--- src/rtl/fpu_pkg.sv ---
// fpu_pkg: shared op encoding, ftoi constants and the leading-zero helper for the fcvt unit.
// Used by fcvt_core (datapath) and fcvt_arb (top). Optional itof support is FCVT_ITOF_EN.
package fpu_pkg;

   typedef enum logic {
      FCVT_FTOI = 1'b0,
      FCVT_ITOF = 1'b1
   } fcvt_op_e;

   localparam int unsigned FTOI_BIAS_TOP = 157;
   localparam logic [31:0] FTOI_SAT_POS  = 32'h7FFFFFFF;
   localparam logic [31:0] FTOI_SAT_NEG  = 32'h80000000;

   // Leading zeros of a non-zero word; the zero case is flagged separately by the caller.
   function automatic logic [4:0] lzc32(input logic [31:0] v);
      lzc32 = 5'd31;
      for (int i = 0; i < 32; i++)
         if (v[i]) lzc32 = 5'(31 - i);
   endfunction

endpackage

--- src/rtl/fcvt_core.sv ---
// fcvt_core: two-stage float<->int32 conversion datapath (ftoi truncate, optional itof RNE).
// Ports: clk, rstn (async active-low); s1_en loads stage 1, s2_en loads stage 2;
//        in_fire/in_op/in_x/in_tag/in_src describe the accepted op;
//        s1_valid/s2_valid report occupancy; out_y/out_tag/out_src are the stage-2 result.
// Macro FCVT_ITOF_EN adds the itof path; without it op=1 yields 0 but keeps tag/src.
module fcvt_core
   import fpu_pkg::*;
#(
   parameter int TAG_W = 5
) (
   input  logic             clk,
   input  logic             rstn,
   input  logic             s1_en,
   input  logic             s2_en,
   input  logic             in_fire,
   input  logic             in_op,
   input  logic [31:0]      in_x,
   input  logic [TAG_W-1:0] in_tag,
   input  logic             in_src,
   output logic             s1_valid,
   output logic             s2_valid,
   output logic [31:0]      out_y,
   output logic [TAG_W-1:0] out_tag,
   output logic             out_src
);

   logic [7:0]       e;
   fcvt_op_e         s1_op;
   logic [TAG_W-1:0] s1_tag;
   logic             s1_src;
   logic             s1_sign;
   logic [30:0]      s1_mant;
   logic [4:0]       s1_sh;
   logic             s1_small;
   logic             s1_sat;
   logic [30:0]      ftoi_mag;
   logic [31:0]      ftoi_y;
   logic [31:0]      y_next;

   assign e = in_x[30:23];

   always_ff @(posedge clk or negedge rstn)
      if (!rstn) s1_valid <= 1'b0;
      else if (s1_en) s1_valid <= in_fire;

   always_ff @(posedge clk)
      if (s1_en && in_fire) begin
         s1_op    <= fcvt_op_e'(in_op);
         s1_tag   <= in_tag;
         s1_src   <= in_src;
         s1_sign  <= in_x[31];
         s1_mant  <= {1'b1, in_x[22:0], 7'b0};
         // Only meaningful for 127..157, where it lands in 0..30.
         s1_sh    <= 5'(8'(FTOI_BIAS_TOP) - e);
         s1_small <= e < 8'd127;
         s1_sat   <= e > 8'(FTOI_BIAS_TOP);
      end

   assign ftoi_mag = s1_mant >> s1_sh;
   assign ftoi_y   = s1_small ? 32'd0 :
                     s1_sat   ? (s1_sign ? FTOI_SAT_NEG : FTOI_SAT_POS) :
                     s1_sign  ? -{1'b0, ftoi_mag} : {1'b0, ftoi_mag};

`ifdef FCVT_ITOF_EN
   logic [31:0] mag_in;
   logic [31:0] s1_mag;
   logic [4:0]  s1_lz;
   logic        s1_izero;
   logic [31:0] norm;
   logic        up;
   logic [31:0] itof_y;

   assign mag_in = in_x[31] ? -in_x : in_x;

   always_ff @(posedge clk)
      if (s1_en && in_fire) begin
         s1_mag   <= mag_in;
         s1_lz    <= lzc32(mag_in);
         s1_izero <= in_x == 32'd0;
      end

   assign norm = s1_mag << s1_lz;
   assign up   = norm[7] & ((|norm[6:0]) | norm[8]);
   // The hidden bit norm[31] adds the final +1 to the exponent field (157-lz+1 = 158-lz);
   // a rounding carry out of the fraction likewise bumps the exponent.
   assign itof_y = s1_izero ? 32'd0 :
                   {s1_sign, 8'd157 - {3'b0, s1_lz}, 23'b0} + {8'b0, norm[31:8]} + {31'b0, up};
   assign y_next = (s1_op == FCVT_ITOF) ? itof_y : ftoi_y;
`else
   assign y_next = (s1_op == FCVT_ITOF) ? 32'd0 : ftoi_y;
`endif

   always_ff @(posedge clk or negedge rstn)
      if (!rstn) begin
         s2_valid <= 1'b0;
         out_y    <= '0;
         out_tag  <= '0;
         out_src  <= 1'b0;
      end else if (s2_en) begin
         s2_valid <= s1_valid;
         if (s1_valid) begin
            out_y   <= y_next;
            out_tag <= s1_tag;
            out_src <= s1_src;
         end
      end

endmodule

--- src/rtl/fcvt_arb.sv ---
// fcvt_arb: two-requester round-robin front end for a shared 2-stage float/int converter.
// Ports: clk, rstn (async active-low); req_valid/req_ready/req_op/req_x/req_tag per requester;
//        out_valid/out_ready/out_y/out_tag/out_src result port; inflight = ops in the pipe (0-2).
// Macro FCVT_ITOF_EN enables int32->float for op=1 (otherwise op=1 returns 0).
module fcvt_arb
   import fpu_pkg::*;
#(
   parameter int TAG_W = 5
) (
   input  logic                  clk,
   input  logic                  rstn,
   input  logic [1:0]            req_valid,
   output logic [1:0]            req_ready,
   input  logic [1:0]            req_op,
   input  logic [1:0][31:0]      req_x,
   input  logic [1:0][TAG_W-1:0] req_tag,
   output logic                  out_valid,
   input  logic                  out_ready,
   output logic [31:0]           out_y,
   output logic [TAG_W-1:0]      out_tag,
   output logic                  out_src,
   output logic [1:0]            inflight
);

   logic       rr;
   logic [1:0] grant;
   logic       s1_valid;
   logic       s2_valid;
   logic       s1_adv;
   logic       adv;
   logic       fire;
   logic       src;

   assign s1_adv    = !s2_valid | out_ready;
   assign adv       = !s1_valid | s1_adv;
   assign grant[0]  = req_valid[0] & (!req_valid[1] | !rr);
   assign grant[1]  = req_valid[1] & (!req_valid[0] | rr);
   // rstn gating keeps ready low throughout reset even though the pipe looks empty.
   assign req_ready = grant & {2{adv & rstn}};
   assign fire      = |(req_valid & req_ready);
   assign src       = req_ready[1];
   assign out_valid = s2_valid;
   assign inflight  = {1'b0, s1_valid} + {1'b0, s2_valid};

   always_ff @(posedge clk or negedge rstn)
      if (!rstn) rr <= 1'b0;
      else if (fire) rr <= !src;

   fcvt_core #(.TAG_W(TAG_W)) u_core (
      .clk      (clk),
      .rstn     (rstn),
      .s1_en    (adv),
      .s2_en    (s1_adv),
      .in_fire  (fire),
      .in_op    (req_op[src]),
      .in_x     (req_x[src]),
      .in_tag   (req_tag[src]),
      .in_src   (src),
      .s1_valid (s1_valid),
      .s2_valid (s2_valid),
      .out_y    (out_y),
      .out_tag  (out_tag),
      .out_src  (out_src)
   );

endmodule
--- config.mk ---
export PLATFORM = sky130hd
export DESIGN_NAME = fcvt_arb
export DESIGN_NICKNAME = d
export VERILOG_FILES = /design/src/rtl/fpu_pkg.sv /design/src/rtl/fcvt_core.sv /design/src/rtl/fcvt_arb.sv
export SDC_FILE = /design/constraint.sdc
export NUM_CORES = 1
export LEC_CHECK = 0
export BUFFER_PORTS_ARGS = -buffer_cell sky130_fd_sc_hd__buf_2
export CAP_MARGIN = 20
export CORE_ASPECT_RATIO = 0.6
export CORE_UTILIZATION = 45
export DETAILED_ROUTE_END_ITERATION = 8
export PLACE_DENSITY_LB_ADDON = 0.2
export SETUP_SLACK_MARGIN = 0.4
export SYNTH_ARGS = -nofsm -noshare
export SYNTH_HDL_FRONTEND = slang
export SYNTH_HIERARCHICAL = 1
export SYNTH_SLANG_ARGS = --single-unit
--- constraint.sdc ---
create_clock -name clk -period 4.08 [get_ports clk]
set_clock_uncertainty 0.1 [all_clocks]
set_input_delay 0.408 -clock clk [delete_from_list [all_inputs] [get_ports clk]]
set_output_delay 0.408 -clock clk [all_outputs]
set_load 0.05 [all_outputs]
==> results of run 1 <==
## sequential cells by signal (all words and copies together), names as in the netlist, 5 cells and up
signal / cells
u_core/s1_mant: 23
u_core/out_y: 32
u_core/out_tag: 5
u_core/s1_tag: 5
u_core/s1_sh: 5
## path summary, 6_finish.rpt
check / slack [ns] / endpoint / from
hold / removal: 0.08 / u_core/out_y[23]$_DFFE_PN0P_ / rstn
min in group clk: 0.26 / rr$_DFFE_PN0P_ / req_valid[1]
hold reg to reg: 0.37 / u_core/out_y[2]$_DFFE_PN0P_ / u_core/out_y[2]$_DFFE_PN0P_
max in group asynchronous: 3.40 / u_core/out_y[4]$_DFFE_PN0P_ / rstn
setup / recovery: 0.23 / u_core/out_y[16]$_DFFE_PN0P_ / u_core/s1_sh[0]$_DFFE_PP_
setup reg to reg: 0.23 / u_core/out_y[16]$_DFFE_PN0P_ / u_core/s1_sh[0]$_DFFE_PP_
## metrics by stage
stage,cell area (um^2),power [uW],setup slack (ns)
6_report,7944,3258,0.2310
5_1_grt,7944,3401,0.1475
4_1_cts,7792,3198,0.3382
3_5_place_dp,7316,2379,0.1041
3_3_place_gp,7316,2375,0.04708
2_1_floorplan,6332,1971,0.4299
## logic make-up (layout without fill, tap and decap cells)
group	count (synthesis)	after routing	share of synthesized area (%)
AND/OR/NAND/NOR	201	201	16.00
AO/OA/AOI/OAI	181	181	19.54
multiplexers	110	110	23.13
adder cells (fa/ha/maj)	3	3	0.5947
buffers and inverters	56	212	4.321
flip-flops	79	79	34.33
XOR/XNOR	15	15	2.081
## what timing repair did
action | 4_1_cts | 5_1_grt
buffers inserted | 7 | 7
pin swaps | 1 | 15
endpoints found under the setup margin | 19 | 23
gates resized for setup | 20 | 24
gates cloned | 2 | 0
hold buffers | 0 | 0
## power by group through the flow
stage / logic [uW] / clock network [uW] / registers, uW
2_1_floorplan: 708 / 0 / 1260
6_report: 1460 / 758 / 1040
3_5_place_dp: 1330 / 0 / 1050
3_3_place_gp: 1330 / 0 / 1050
4_1_cts: 1390 / 771 / 1040
5_1_grt: 1550 / 797 / 1050
## placed cells by master (no fill, tap or decap), types with 4 or more instances in the layout
master	n
sky130_fd_sc_hd__mux4_2	17
sky130_fd_sc_hd__clkinv_1	4
sky130_fd_sc_hd__or2_2	5
sky130_fd_sc_hd__buf_2	123
sky130_fd_sc_hd__mux2i_1	23
sky130_fd_sc_hd__a211oi_1	11
sky130_fd_sc_hd__dfrtp_1	41
sky130_fd_sc_hd__a31oi_1	8
sky130_fd_sc_hd__nand3_1	19
sky130_fd_sc_hd__nor3_1	7
sky130_fd_sc_hd__o21ai_0	41
sky130_fd_sc_hd__nor2_1	37
sky130_fd_sc_hd__o22ai_1	9
sky130_fd_sc_hd__and2_1	8
sky130_fd_sc_hd__clkbuf_16	9
sky130_fd_sc_hd__o221ai_1	7
sky130_fd_sc_hd__a22oi_1	7
sky130_fd_sc_hd__o31ai_1	8
sky130_fd_sc_hd__o21ai_1	4
sky130_fd_sc_hd__mux2_4	11
sky130_fd_sc_hd__edfxtp_1	38
sky130_fd_sc_hd__xnor2_1	13
sky130_fd_sc_hd__a21oi_1	26
sky130_fd_sc_hd__inv_1	7
sky130_fd_sc_hd__and3_1	7
sky130_fd_sc_hd__o211ai_1	5
sky130_fd_sc_hd__nand2_1	72
sky130_fd_sc_hd__mux2_2	50
sky130_fd_sc_hd__nand2b_1	13
sky130_fd_sc_hd__buf_4	53
sky130_fd_sc_hd__mux2i_2	4
## cell type report
cell class / count / area [um^2] / share of cell area (%)
clock inverters: 6 / 37.54 / 0.4725
flip-flops and latches: 79 / 2167 / 27.28
clock buffers: 10 / 229.0 / 2.882
inverters: 12 / 45.04 / 0.5670
repair buffers: 184 / 1167 / 14.70
well taps: 192 / 240.2 / 3.024
multi-input cells: 510 / 4058 / 51.08
## worst max-delay path, delay by kind of cell, from the launching register on
kind,cells,cell delay [ns]
fa+ha+maj,1,0.18
simple gates,5,1.17
buf+inv,3,0.42
mux,2,0.81
flops,1,0.43
compound gates,3,0.61
## per-layer routing
layer / GRT usage, % / vias to the layer above
met2: 41.55 / 348
met1: 44.20 / 2917
li1: - / 2788
met4: 5.776 / 0
met5: 0 / -
met3: 9.271 / 24
==> reports/metrics.sh, run 1 <==
HPWL_UM=15340
TIMING.CRITICAL_PATH.CELLS='buf_12, mux4_2, mux2_4, o211ai_2, o211ai_2, inv_1, ha_2, nand3_2, or4_4, buf_6, or3_4, o31ai_4, or3_1, nand3_1'
FINALCRITPERIODSHARE_PCT=94.34
P_INT_uW=1906
OUTCOME='completed'
SYNTHMOSTINSTANTIATEDCELL='sky130_fd_sc_hd__nand2_1'
WORST_SKEW_PAIR.LATE_LATENCY_NS=0.34
TRITONCTS_CLOCK_TREE='yes'
SYNTH.DISTINCT_CELLS=77
GROUTE.USAGE.OVERALL_PCT=29.69
PLACED_CELLS=961
CHIPHEIGHT_UM=93.74
WORSTPATHREQUIRED_NS=4.20
NUMCLOCKSINKS=79
FLOORPLAN.CORE_AREA_MM2=0.01367
GLOBAL_ROUTE_WIRE_LENGTH_BEFORE_REPAIR_UM=32630
CTS_BUFFERS=9
FINISH.NET_COUNT=880
MET3ROUTEDLENGTH_UM=2648
POST_SYNTH_MAIN_AREA_CONTRIBUTORS='sky130_fd_sc_hd__edfxtp_1 (18%), sky130_fd_sc_hd__dfrtp_1 (16%), sky130_fd_sc_hd__mux2_2 (9.1%), sky130_fd_sc_hd__mux4_2 (6.1%), sky130_fd_sc_hd__mux2i_1 (4.8%)'
WORST_SLEW_MARGIN_REL_PCT=34.26
HIGHEST_SIGNAL_LAYER='met4'
IR_WORST_VDD_mV=0.1852
POWER.SEQUENTIAL.FRACTION_PCT=32.0
DR_TOTAL_VIAS=6077
P_COMB_SHARE_PCT=44.8
GRT_OVERFLOW=0
FLOORPLAN_DIE_AREA_MM2=0.01452
CTS.HTREE.LEVELS=3
CRIT_PATH_TOP_DELAY_CELL='sky130_fd_sc_hd__or4_4'
PATH_COMMON_CELL='sky130_fd_sc_hd__o211ai_2'
SYNTHESIS.AREA_PER_INSTANCE_UM2=9.787
CRIT_PATH_MAX_INCR_DELAY_NS=0.55
FINISH.UTILIZATION_PCT=58.13
P_PER_AREA_mW_PER_MM2=410.1
NUM-FILL-CELLS=1194
CTS.REPORTEDPATHS.CLKPINSLEW_NS=0.06
SYNTH_ENABLE_FLOP_CELLS=38
NUM_IO_PINS=124
FIN_WORST_HOLD_SLACK_NS=0.07596
ROWS=33
WORST-SLEW-PIN-TRANSITION_NS=0.9861
MAX_SLEW_VIOLATIONS=0
CELL_COUNT_OF_THE_WORST_REG_TO_REG_PATH=14
SYNTHFLOPTYPE='sky130_fd_sc_hd__dfrtp_1'
GRT_ANTENNA_BEFORE_REPAIR=0
INSERTEDDIODECOUNT=0
ROOT_BUFFER='sky130_fd_sc_hd__clkbuf_16'
PORT_BUFFERS=123
TIMING.SETUP.TNS_NS=0
MAX_CAP_VIOL_COUNT=0
YS_ASYNC_SR_FRACTION_PCT=51.90
FINALWIRELENGTH_UM=20860
UNREPAIRED_SETUP_ENDPOINTS_AFTER_GLOBAL_ROUTING='true'
MAX-CLOCK-PATH-BUFFERS=2
DETAIL_ROUTE.DRC_VIOLATIONS=0
AVGROUTEDWIREPERCELL_UM=21.01
SW_RATIO_PCT=41.48
DR_WL_MET2_UM=8321
LAYOUT.CELLS.NON_FILLER=993
GLOBALPLACE.CONGESTION=1.004
POSTSYNTHREGISTERBITS=79
INITIAL_CORE_UTIL_PCT=46.19
MINIMUM_PERIOD_IMPLIED_BY_THE_FINAL_WORST_SETUP_SLACK_NS=3.849
CRITICAL_PATH.MAX_FANOUT=8
MOST_USED_STANDARD_CELLS_IN_THE_SYNTHESIZED_NETLIST='sky130_fd_sc_hd__nand2_1 (74), sky130_fd_sc_hd__mux2_2 (51), sky130_fd_sc_hd__o21ai_0 (44)'
CRITPATHLAUNCHTYPE='flip-flop'
SYNTHDOMINANTAREACELLTYPE='sky130_fd_sc_hd__edfxtp_1'
ANT_NETS=0
POST_ROUTE_CELLS_DRIVE_ABOVE_1_SHARE_PCT=40.57
DETAIL_ROUTE.FIRST_PASS.ITERATIONS=5
WORSTSETUPPATHTYPE='flip-flop to flip-flop'
DRT-MET1-WL_UM=9714
CLOCK_POWER_SHARE_PCT=23.3
FINALSETUPVIOLATIONS=0
MAXCLOCKFREQUENCY_MHz=259.8
LEAKAGEPOWER_uW=0.003365
SYN-CELL-AREA_MM2=0.006312
POSTSYNTHCELLCOUNT=645
SWITCHINGPOWER_uW=1351
FP.DIEW_UM=154.9
YS.WARNINGS.COUNT=6
SYNTHTOLAYOUTAREAGROWTH_PCT=25.85
POST_DRT_VIA_CELL_RATIO=6.120
MAXIMUM_NUMBER_OF_PINS_ON_ONE_NET_BEFORE_GLOBAL_ROUTE_REPAIR=46
REPORT.FINAL.HOLD_VIOL_COUNT=0
DRT_ITER0_DRC=626
CRITICAL_PATH_ARRIVAL_NS=3.97
SYN-NUM-NETS=729
WORSTSETUPENDPOINTTYPE='flip-flop'
SEQ_AREA_FRAC_SYNTH_PCT=34.33
NUMBER_OF_GLOBAL_ROUTE_VIAS_BEFORE_REPAIR=5713
SYNTH_TOP_CELL_AREA_SHARE_PCT=18.08
TIMING.HOLD.WORST.CLASS='input port to asynchronous set/reset pin'
Power figures use the tool's default switching activity.
==> run 2: changes to the inputs <==
==> constraint.sdc (replaced) <==
create_clock -name clk -period 4.08 [get_ports clk]
set_clock_uncertainty 0.1 [all_clocks]
set_input_delay 0.204 -clock clk [delete_from_list [all_inputs] [get_ports clk]]
set_output_delay 0.204 -clock clk [all_outputs]
set_load 0.05 [all_outputs]
==> reports/metrics.sh, run 2 (synthesis gave the netlist of run 1 again) <==
FINALWIRELENGTH_UM=21300  # +2.1%
GROUTE.USAGE.OVERALL_PCT=30.07  # +0.38 points
LEAKAGEPOWER_uW=0.003418  # +1.6%
TIMING.CRITICAL_PATH.CELLS='buf_4, buf_12, mux4_2, mux2_4, o211ai_2, o211ai_2, inv_1, ha_2, nand3_2, or4_4, buf_6, or3_4, o31ai_2, or3_1, nand3_1'
ROOT_BUFFER='sky130_fd_sc_hd__clkbuf_16'
MAXCLOCKFREQUENCY_MHz=267.6  # +3.0%
FIN_WORST_HOLD_SLACK_NS=0.04248  # -0.03348 ns
MAX_FLOP_REGISTER='u_core/out_y'
PRE_CTS_SLACK_NS=0.2338  # +0.1297 ns
HIGHEST_SIGNAL_LAYER='met4'
IR_WORST_VDD_mV=0.1861  # +0.49%
HPWL_UM=15570  # +1.5%
NUM_IO_PINS=124  # unchanged
WORSTSETUPPATHDEPTH=15  # +1
FLOORPLAN_DIE_AREA_MM2=0.01452  # unchanged
MAXIMUM_NUMBER_OF_PINS_ON_ONE_NET_BEFORE_GLOBAL_ROUTE_REPAIR=46  # unchanged
GRT_ANTENNA_BEFORE_REPAIR=0  # unchanged
CRITICAL_PATH.MAX_FANOUT=7  # -1
GRT_OVERFLOW=0  # unchanged
TIMING.CRITICAL_PATH.MAX_DELAY_FAMILY='simple AND/OR/NAND/NOR gates'
REGTOREGSTARTPOINT='u_core/s1_sh[0]$_DFFE_PP_'
DETAIL_ROUTE.DRC_VIOLATIONS=0  # unchanged
CRITICAL_PATH_ARRIVAL_NS=3.86  # -0.11 ns
MOST_USED_CELLS_IN_THE_LAYOUT_EXCLUDING_FILL_AND_TAP_CELLS='sky130_fd_sc_hd__buf_2 (123), sky130_fd_sc_hd__nand2_1 (73), sky130_fd_sc_hd__buf_4 (52)'
FP.DIEW_UM=154.9  # unchanged
AVGROUTEDWIREPERCELL_UM=21.49  # +2.3%
CRITICAL_PATH.N_BUFFERS_INVERTERS=4  # +1
DRT-MET1-WL_UM=10360  # +6.6%
SYNTHTOLAYOUTAREAGROWTH_PCT=26.30
LARGEST_REG_FLOPS=32  # unchanged
CRIT_PATH_MAX_INCR_DELAY_NS=0.48  # -0.07 ns
LARGEST_REGISTERS='u_core/out_y x32, u_core/s1_mant x23'
INSERTEDDIODECOUNT=0  # unchanged
NUMBER_OF_GLOBAL_ROUTE_VIAS_BEFORE_REPAIR=5700  # -0.23%
WORST_SLEW_MARGIN_REL_PCT=35.05  # +0.80 points
MAX_SLEW_VIOLATIONS=0  # unchanged
TIMING.HOLD.WORST.START='req_valid[1]'
CRIT_PATH_TOP_DELAY_CELL='sky130_fd_sc_hd__or4_4'
MAX_CAP_VIOL_COUNT=0  # unchanged
PATH_COMMON_CELL='sky130_fd_sc_hd__o211ai_2'
GLOBAL_ROUTE_WIRE_LENGTH_BEFORE_REPAIR_UM=33080  # +1.4%
P_PER_AREA_mW_PER_MM2=434.0  # +5.8%
TIMING.SETUP.TNS_NS=0  # unchanged
FINISH.NET_COUNT=878  # -0.23%
MINIMUM_PERIOD_IMPLIED_BY_THE_FINAL_WORST_SETUP_SLACK_NS=3.737  # -0.1125 ns
OUTCOME='completed'
COMMONEST_NON_FILL_NON_TAP_CELL_IN_THE_LAYOUT='sky130_fd_sc_hd__buf_2'
CELL_COUNT_OF_THE_WORST_REG_TO_REG_PATH=15  # +1
LAYOUT_SETUP_WS_NS=0.3435  # +0.1125 ns
CRITICAL_PATH.REG2REG.ENDPOINT='u_core/out_y[16]$_DFFE_PN0P_'
DETAIL_ROUTE.FIRST_PASS.ITERATIONS=5  # unchanged
CTS.REPORTEDPATHS.CLKPINSLEW_NS=0.07  # about the same
WORST-SLEW-PIN-TRANSITION_NS=0.9742  # -0.01193 ns
GLOBALPLACE.CONGESTION=0.9769  # -2.7%
ROWS=33  # unchanged
CTS.HTREE.LEVELS=3  # unchanged
WORSTSETUPPATHTYPE='flip-flop to flip-flop'
UNREPAIRED_SETUP_ENDPOINTS_AFTER_GLOBAL_ROUTING='true'
WORST_HOLD_PATH.NUM_CELLS=2
DR_TOTAL_VIAS=6129  # +0.86%
TRITONCTS_CLOCK_TREE='yes'
POST_DRT_VIA_CELL_RATIO=6.185  # +1.1%
TIMING.HOLD.WORST.CLASS='input port to flip-flop'
FINALSETUPVIOLATIONS=0  # unchanged
WORSTPATHREQUIRED_NS=4.20  # about the same
FLOORPLAN.CORE_AREA_MM2=0.01367  # unchanged
FINALCRITPERIODSHARE_PCT=91.58  # -2.8 points
MET3ROUTEDLENGTH_UM=2173  # -18%
WORST_SKEW_PAIR.LATE_LATENCY_NS=0.34  # about the same
PORT_BUFFERS=123  # unchanged
POST_ROUTE_CELLS_DRIVE_ABOVE_1_SHARE_PCT=39.67  # -0.90 points
WORSTHOLDENDPOINT='rr$_DFFE_PN0P_'
CRITPATHLAUNCHTYPE='flip-flop'
MAX-CLOCK-PATH-BUFFERS=2  # unchanged
CTS_BUFFERS=9  # unchanged
TIMING.REG2REG.SETUP_SLACK_NS=0.34  # +0.11 ns
NUMCLOCKSINKS=79  # unchanged
WORSTSETUPENDPOINTTYPE='flip-flop'
P_TOTAL_uW=3460  # +6.2%
DRT_ITER0_DRC=844  # +35%
INITIAL_CORE_UTIL_PCT=46.19  # unchanged
DR_WL_MET2_UM=8371  # +0.60%
REPORT.FINAL.HOLD_VIOL_COUNT=0  # unchanged
LAYOUT.CELLS.NON_FILLER=991  # -0.20%
CHIPHEIGHT_UM=93.74  # unchanged
PLACED_CELLS=958  # -0.31%
ANT_NETS=0  # unchanged
run 2: cell types whose count changed in the layout (fill, tap and decap cells not counted), sizes merged:
cell and change:
inv +1, dlygate4sd3 +1, bufinv +3, buf -3, clkinvlp -3, clkinv -1
run 2: how the worst max path moves through the flow:
stage / startpoint / end
2_1_floorplan: u_core/s1_sh[0]$_DFFE_PP_ / u_core/out_y[22]$_DFFE_PN0P_
3_3_place_gp: u_core/s1_sh[2]$_DFFE_PP_ / u_core/out_y[31]$_DFFE_PN0P_
3_5_place_dp: u_core/s1_sh[0]$_DFFE_PP_ / u_core/out_y[28]$_DFFE_PN0P_
4_1_cts: u_core/s1_sh[2]$_DFFE_PP_ / u_core/out_y[22]$_DFFE_PN0P_
5_1_grt: u_core/s1_sh[0]$_DFFE_PP_ / u_core/out_y[16]$_DFFE_PN0P_
6_report: u_core/s1_sh[0]$_DFFE_PP_ / u_core/out_y[16]$_DFFE_PN0P_
run 2: power by group:
part | switching [uW] | leakage, uW | internal, uW
clock | 351 | 0.000173 | 619
sequential | 90.1 | 0.000899 | 952
combinational | 915 | 0.00235 | 532
run 2: cell type report:
type | instances | area (um^2)
clock buffers | 10 | 239.0
clock inverters | 6 | 116.4
fillers | 1206 | 5694
inverters | 12 | 45.04
multi-input cells | 510 | 4018
flip-flops and latches | 79 | 2167
well taps | 192 | 240.2
repair buffers | 182 | 1147
run 2: per-layer routing:
| layer | track usage, % | vias to the layer above |
|---|---|---|
| li1 | - | 2772 |
| met5 | 0 | - |
| met4 | 7.756 | 0 |
| met3 | 7.149 | 44 |
| met2 | 41.63 | 375 |
| met1 | 45.85 | 2938 |
run 2: through the flow:
stage / utilization (%) / area (um^2)
finish: 58.34 / 7973
global route: 58.34 / 7973
CTS: 57.48 / 7855
detailed placement: 53.46 / 7306
global placement: 53.46 / 7306
floorplan: - / 6332
run 2: worst reg2reg max path: cells and delay by family, from the launching register on:
family | cells | cell delay (ns)
flops | 1 | 0.39
simple gates | 5 | 1.09
fa+ha+maj | 1 | 0.18
buf+inv | 4 | 0.54
mux | 2 | 0.77
compound gates | 3 | 0.56
run 2: what timing repair did:
item,in CTS,in global routing
endpoints found under the setup margin,16,21
hold buffers,1,0
setup buffers,10,4
resized for setup,14,20
endpoints found under the hold margin,41,0
gates cloned,2,0
pin swaps,0,4
